File: src/rtl/axi_strb_fifo_pkg.sv
// Shared types and width helpers for the AXI write-data strobe FIFO.
// Latency: n/a (declarations only).
// Backpressure: n/a (declarations only).
package axi_strb_fifo_pkg;

    // Prefetch state of the first-word-fall-through output register.
    typedef enum logic [1:0] {
        S_EMPTY = 2'd0,
        S_LOAD  = 2'd1,
        S_VALID = 2'd2
    } fifo_state_e;

    // One strobe bit per data byte.
    function automatic int strb_w(input int dwidth);
        return dwidth / 8;
    endfunction

    // Stored word is {strobes, data}.
    function automatic int word_w(input int dwidth);
        return dwidth + strb_w(dwidth);
    endfunction

endpackage

File: src/rtl/axi_strb_fifo_ram.sv
// Single-clock simple dual-port LSRAM: one write port, one read port with registered address.
// Latency: read data appears the cycle after re_i is sampled with raddr_i.
// Backpressure: none; callers never read and write the same live address.
// Ports: clk_i clock; we_i/waddr_i/wdata_i write port; re_i/raddr_i read request; rdata_o read data.
module axi_strb_fifo_ram
    import axi_strb_fifo_pkg::*;
#(
    parameter int AWIDTH = 4,
    parameter int WIDTH  = word_w(64)
) (
    input  logic              clk_i,
    input  logic              we_i,
    input  logic [AWIDTH-1:0] waddr_i,
    input  logic [WIDTH-1:0]  wdata_i,
    input  logic              re_i,
    input  logic [AWIDTH-1:0] raddr_i,
    output logic [WIDTH-1:0]  rdata_o
);

    (* syn_ramstyle = "lsram" *)
    logic [WIDTH-1:0]  mem_q [2**AWIDTH];
    logic [AWIDTH-1:0] raddr_q;

    // Storage is deliberately not reset so it maps onto block RAM.
    always_ff @(posedge clk_i) begin
        if (we_i) begin
            mem_q[waddr_i] <= wdata_i;
        end
        if (re_i) begin
            raddr_q <= raddr_i;
        end
    end

    assign rdata_o = mem_q[raddr_q];

endmodule

File: src/rtl/axi_strb_sync_fifo.sv
// Single-clock FIFO of AXI write beats {strb, data} with count, almost flags and FWFT/standard read.
// Latency: FWFT=1 head visible two edges after a write to an empty FIFO; FWFT=0 data the cycle after an accepted pop.
// Backpressure: push refused while full (overflow pulse), pop refused while empty (underflow pulse).
// Ports: CLK/RESETN; wrEn/wrData/wrStrb push; rdEn pop; rdData/rdStrb/rdValid head; full/empty/almostFull/almostEmpty/count status; overflow/underflow error pulses.
module axi_strb_sync_fifo
    import axi_strb_fifo_pkg::*;
#(
    parameter int AXI_DWIDTH    = 64,
    parameter int FIFO_AWIDTH   = 4,
    parameter int AFULL_THRESH  = 12,
    parameter int AEMPTY_THRESH = 2,
    parameter int FWFT          = 1
) (
    input  logic                    CLK,
    input  logic                    RESETN,
    input  logic                    wrEn,
    input  logic [AXI_DWIDTH-1:0]   wrData,
    input  logic [AXI_DWIDTH/8-1:0] wrStrb,
    input  logic                    rdEn,
    output logic [AXI_DWIDTH-1:0]   rdData,
    output logic [AXI_DWIDTH/8-1:0] rdStrb,
    output logic                    rdValid,
    output logic                    full,
    output logic                    empty,
    output logic                    almostFull,
    output logic                    almostEmpty,
    output logic [FIFO_AWIDTH:0]    count,
    output logic                    overflow,
    output logic                    underflow
);

    localparam int WW = word_w(AXI_DWIDTH);

    typedef logic [FIFO_AWIDTH:0] cnt_t;
    localparam cnt_t DEPTH_C  = cnt_t'(2**FIFO_AWIDTH);
    localparam cnt_t AFULL_C  = cnt_t'(AFULL_THRESH);
    localparam cnt_t AEMPTY_C = cnt_t'(AEMPTY_THRESH);

    fifo_state_e   state_q, state_d;
    cnt_t          wr_ptr_q, wr_ptr_d, rd_ptr_q, rd_ptr_d, count_q, count_d;
    logic          inflight_q, inflight_d;
    logic          skid_vld_q, skid_vld_d;
    logic [WW-1:0] skid_q, skid_d, out_q, out_d;
    logic          afull_q, aempty_q, ovf_q, udf_q;

    logic [WW-1:0] ram_q;
    logic          full_w, empty_w, push, pop, rd_issue, out_vld, out_vld_d;
    cnt_t          ram_cnt;
    logic [1:0]    nbuf, nbuf_after;

    assign full_w  = (count_q == DEPTH_C);
    assign empty_w = (FWFT != 0) ? (state_q != S_VALID) : (count_q == '0);
    assign push    = wrEn && !full_w;
    assign pop     = rdEn && !empty_w;

    // Pointers carry one extra bit so their difference is the RAM occupancy.
    assign ram_cnt = wr_ptr_q - rd_ptr_q;

    // Words already pulled out of the RAM: output register, skid, read in flight.
    // Keeping this at most two after each edge guarantees every in-flight
    // word has a landing slot, which is what lets pops run every cycle.
    assign out_vld    = (state_q == S_VALID);
    assign nbuf       = 2'(out_vld) + 2'(skid_vld_q) + 2'(inflight_q);
    assign nbuf_after = nbuf - 2'(pop);
    assign rd_issue   = (FWFT != 0) ? ((ram_cnt != '0) && !nbuf_after[1]) : pop;

    axi_strb_fifo_ram #(
        .AWIDTH (FIFO_AWIDTH),
        .WIDTH  (WW)
    ) u_ram (
        .clk_i   (CLK),
        .we_i    (push),
        .waddr_i (wr_ptr_q[FIFO_AWIDTH-1:0]),
        .wdata_i ({wrStrb, wrData}),
        .re_i    (rd_issue),
        .raddr_i (rd_ptr_q[FIFO_AWIDTH-1:0]),
        .rdata_o (ram_q)
    );

    always_comb begin
        wr_ptr_d   = wr_ptr_q + cnt_t'(push);
        rd_ptr_d   = rd_ptr_q + cnt_t'(rd_issue);
        count_d    = count_q + cnt_t'(push) - cnt_t'(pop);
        inflight_d = rd_issue;
        out_d      = out_q;
        skid_d     = skid_q;
        skid_vld_d = skid_vld_q;
        out_vld_d  = out_vld;
        state_d    = state_q;
        if (FWFT != 0) begin
            // Ordered pipeline is out -> skid -> RAM read; a pop drops the
            // head and the remaining words repack toward the output.
            if (pop) begin
                out_vld_d = skid_vld_q | inflight_q;
                if (skid_vld_q) begin
                    out_d      = skid_q;
                    skid_d     = ram_q;
                    skid_vld_d = inflight_q;
                end else if (inflight_q) begin
                    out_d = ram_q;
                end
            end else if (inflight_q) begin
                if (out_vld) begin
                    skid_d     = ram_q;
                    skid_vld_d = 1'b1;
                end else begin
                    out_d     = ram_q;
                    out_vld_d = 1'b1;
                end
            end
            // LOAD is "output empty but a RAM read is on its way".
            if (out_vld_d) begin
                state_d = S_VALID;
            end else if (rd_issue) begin
                state_d = S_LOAD;
            end else begin
                state_d = S_EMPTY;
            end
        end else if (inflight_q) begin
            // Standard mode: remember the last popped word so rdData holds.
            out_d = ram_q;
        end
    end

    always_ff @(posedge CLK or negedge RESETN) begin
        if (!RESETN) begin
            state_q    <= S_EMPTY;
            wr_ptr_q   <= '0;
            rd_ptr_q   <= '0;
            count_q    <= '0;
            inflight_q <= 1'b0;
            skid_vld_q <= 1'b0;
            skid_q     <= '0;
            out_q      <= '0;
            afull_q    <= 1'b0;
            aempty_q   <= 1'b1;
            ovf_q      <= 1'b0;
            udf_q      <= 1'b0;
        end else begin
            state_q    <= state_d;
            wr_ptr_q   <= wr_ptr_d;
            rd_ptr_q   <= rd_ptr_d;
            count_q    <= count_d;
            inflight_q <= inflight_d;
            skid_vld_q <= skid_vld_d;
            skid_q     <= skid_d;
            out_q      <= out_d;
            afull_q    <= (count_d >= AFULL_C);
            aempty_q   <= (count_d <= AEMPTY_C);
            ovf_q      <= wrEn && full_w;
            udf_q      <= rdEn && empty_w;
        end
    end

    // Standard mode shows the RAM word directly in the cycle after the pop.
    logic [WW-1:0] head_w;
    assign head_w = ((FWFT == 0) && inflight_q) ? ram_q : out_q;

    assign rdData      = head_w[AXI_DWIDTH-1:0];
    assign rdStrb      = head_w[WW-1:AXI_DWIDTH];
    assign rdValid     = (FWFT != 0) ? !empty_w : inflight_q;
    assign full        = full_w;
    assign empty       = empty_w;
    assign almostFull  = afull_q;
    assign almostEmpty = aempty_q;
    assign count       = count_q;
    assign overflow    = ovf_q;
    assign underflow   = udf_q;

endmodule

File: config.mk
export PLATFORM = sky130hd
export DESIGN_NAME = axi_strb_sync_fifo
export DESIGN_NICKNAME = d
export VERILOG_FILES = /design/src/rtl/axi_strb_fifo_pkg.sv /design/src/rtl/axi_strb_fifo_ram.sv /design/src/rtl/axi_strb_sync_fifo.sv
export SDC_FILE = /design/constraint.sdc
export NUM_CORES = 1
export LEC_CHECK = 0
export ABC_CLOCK_PERIOD_IN_PS = 14000
export BUFFER_PORTS_ARGS = -buffer_cell sky130_fd_sc_hd__buf_2
export CAP_MARGIN = 10
export CORE_ASPECT_RATIO = 0.8
export CORE_MARGIN = 4
export CORE_UTILIZATION = 55
export CTS_BUF_LIST = sky130_fd_sc_hd__clkbuf_8
export CTS_CLUSTER_SIZE = 25
export DETAILED_ROUTE_END_ITERATION = 7
export GPL_TIMING_DRIVEN = 1
export PLACE_DENSITY = 0.72
export RECOVER_POWER = 50
export SETUP_SLACK_MARGIN = 0.2
export SLEW_MARGIN = 40
export SYNTH_ARGS = -nofsm -noshare
export SYNTH_HDL_FRONTEND = slang
export SYNTH_HIERARCHICAL = 1
export SYNTH_SLANG_ARGS = --single-unit
File: constraint.sdc
create_clock -name CLK -period 14 [get_ports CLK]
set_clock_uncertainty 0.2 [all_clocks]
set_input_delay 2.1 -clock CLK [delete_from_list [all_inputs] [get_ports CLK]]
set_output_delay 2.1 -clock CLK [all_outputs]
set_load 0.1 [all_outputs]
==> flow_summary_export.csv <==
group,metric,value,unit
global_route,gr-usage-all-layers,0.225,
sta,fin_tns_setup,0,ps
cells_and_area,final_common_cell,"edfxtp_1",
place,dp.final_hpwl,58.1,mm
critical_path,critPathArrivalTime,7090,ps
critical_path,setup.worst_path.start_class,"primary input",
sta,finalHoldViolations,0,
critical_path,crit_chain,"clkbuf_1, clkbuf_1",
routing,wirelength,107,mm
floorplan,row_count,98,
sta,grt_setup_unrepaired,"no",
critical_path,r2r-end,"skid_q[49]",
cells_and_area,fin_cells,4013,
cts,cts_htree_levels,4,
synthesis,syn-num-nets,2452,
critical_path,ff2ff_setup_slack,7290,ps
critical_path,cpPeakStageDelay,2540,ps
critical_path,worst_r2r_path_depth,7,
routing,drt_iter0_drc,2480,
synthesis,synth.distinct_cells,43,
critical_path,cp_max_fo,61,
sta,timing.fmax,140,MHz
sta,tightest_slew,3630,ps
place,place_ws,8820,ps
floorplan,start_util,0.559,
floorplan,die_x,346,µm
cells_and_area,fin_nets,2730,
job,drv_cap,6,
sta,finalCritPeriodShare,0.510,
cts,clock_latency,860,ps
synthesis,syn_inst,2359,
floorplan,die_area,96300,µm²
sta,slew-limit-headroom,-1.42,
sta,min_period,7140,ps
sta,finalWorstSetupSlack,6860,ps
place,place_congestion,0.723,
cts,cts_inserted_buffers,193,
power,p_leak,0.0191,µW
global_route,antenna_found_initial,13,
cts,cts_tree,"done",
cells_and_area,drive_gt1_frac,0.271,
global_route,grt_max_degree,92,
synthesis,avgSynthCellArea,21.3,µm²
synthesis,ys.warnings.count,6,
routing,dr_total_vias,24522,
sta,finalHoldWorstSlack,288,ps
routing,drt_pass1_iterations,5,
synthesis,ys.flop_type,"edfxtp_1",
floorplan,dieHeight,278,µm
critical_path,cp_num_buf_inv,2,
critical_path,cpMostUsedCell,"clkbuf_1",
power,p_total,12700,µW
place,portBuffers,159,
sta,maxSlewViolCount,283,
hold_path,hold_depth,1,
synthesis,yosysSeqAreaShare,0.775,
routing,post_drt_wl_per_cell,26.7,µm
power,ir_drop,209,µV
global_route,grt_overflow,0,
critical_path,critPathTopFamily,"buffers and inverters",
floorplan,core,90000,µm²
place,dp.cells,3638,
outcome,status,"complete, but fails checks",
synthesis,netlist_area,50300,µm²
synthesis,synth_seq_cells,1327,
synthesis,synth-edff-count,1156,
cells_and_area,final_cell_mix,"1156 x edfxtp_1, 288 x mux4_2, 209 x clkbuf_8",
routing,route.detailed.drc,0,
critical_path,slowest_stage,"clkbuf_1",
cts,cts_root_buffer,"clkbuf_8",
cts,path_clk_slew,70,ps
cts,cts_setup_buffers,0,
routing,viasPerCell,6.11,
critical_path,end_kind,"asynchronous set/reset pin",
floorplan,ioPinCount,160,
cts,cts.sinks,1327,
hold_path,hp-class,"reg -> reg",
power,p_per_area,226,nW/µm²
cts,clk_path_buf_depth,3,
sta,setup-violations-final,0,
cts,postCtsResizedCells,0,
cts,hold_buffers,0,
hold_path,min-delay-start,"u_ram/raddr_q[1]",
synthesis,synthArstFlopShare,0.126,
cells_and_area,syn_to_final_growth,11.8,%
routing,drtAntennaViolNets,0,
global_route,grt_pass1_vias,25429,
critical_path,path_class,"in -> async",
critical_path,worstPathRequired,13960,ps
global_route,grt_pass1_wl,162,mm
outcome,violations,"capacitance limit, slew limit",
[metal layers]
metal	GRT usage	vias to the layer above	part of all wire
met2	0.343	1094	0.48
met5	0	-	0.00036
met4	0.0654	6	0.019
met3	0.0509	151	0.088
met1	0.333	12945	0.42
li1	-	10326	-
[cell type report]
type                    instances  area (µm²)
clock buffers                 209        2880
repair buffers                207        1280
flip-flops and latches       1327       39000
clock inverters               153         861
inverters                      87         327
diodes                          9        22.5
fillers                      6131       33800
well taps                    1200        1500
multi-input cells             821       10400
[state kept, by name, indices dropped and copies added, names as in the netlist, 2 cells and up, named ones only]
signal	cells
u_ram/mem_q	1152
head_w	72
skid_q	72
count	5
rd_ptr_q	5
wr_ptr_q	5
u_ram/raddr_q	4
state_q	2
[stage by stage]
stage | util | cell area (µm²)
after floorplan | - | 50300
after global placement | 0.581 | 52300
after detailed placement | 0.583 | 52500
after CTS | 0.625 | 56200
after global routing | 0.625 | 56200
final | 0.625 | 56200
[how the worst max path moves through the flow]
stage,startpoint,end,slack (ps),cells after the start
floorplan,count[1],u_ram/mem_q[0][0],5510,5
global placement,wrEn,u_ram/mem_q[1][43],8830,6
detailed placement,wrEn,u_ram/mem_q[3][41],8820,6
CTS,count[2],full,9270,4
global route,RESETN,skid_q[64],5750,2
finish,RESETN,skid_q[64],6860,2
[Yosys cell counts, drive strengths merged, types with 4 or more instances]
master  instances  area [µm²]
nor2           18        75.1
mux4          288        6490
edfxtp       1156       34700
o22ai          73         463
nand2b          5        31.3
buf            65         490
nor2b           5        38.8
clkbuf         59         241
and2            4        25.0
xor2            6        52.6
nand2          75         282
a22oi         144        1080
nor3            5        25.0
nand3           7        35.0
a21oi          75         375
inv            87         327
mux2           76         856
xnor2           9        78.8
dfrtp         166        4150
dfxtp           4        80.1
ha             16         200
[cells by family after synthesis]
logic type / share of synthesized area
and+or+nand+nor: 0.0110
adders and majority gates: 0.00438
buffers and inverters: 0.0211
DFF: 0.775
muxes: 0.146
xor gates and xnor gates: 0.00261
AOI/OAI and AO/OA: 0.0395
[power by group]
part | switching, µW | internal [µW]
Sequential | 272 | 4970
Clock | 1450 | 1490
Combinational | 2920 | 1600
Note: power is estimated with default switching activity, not from simulation.
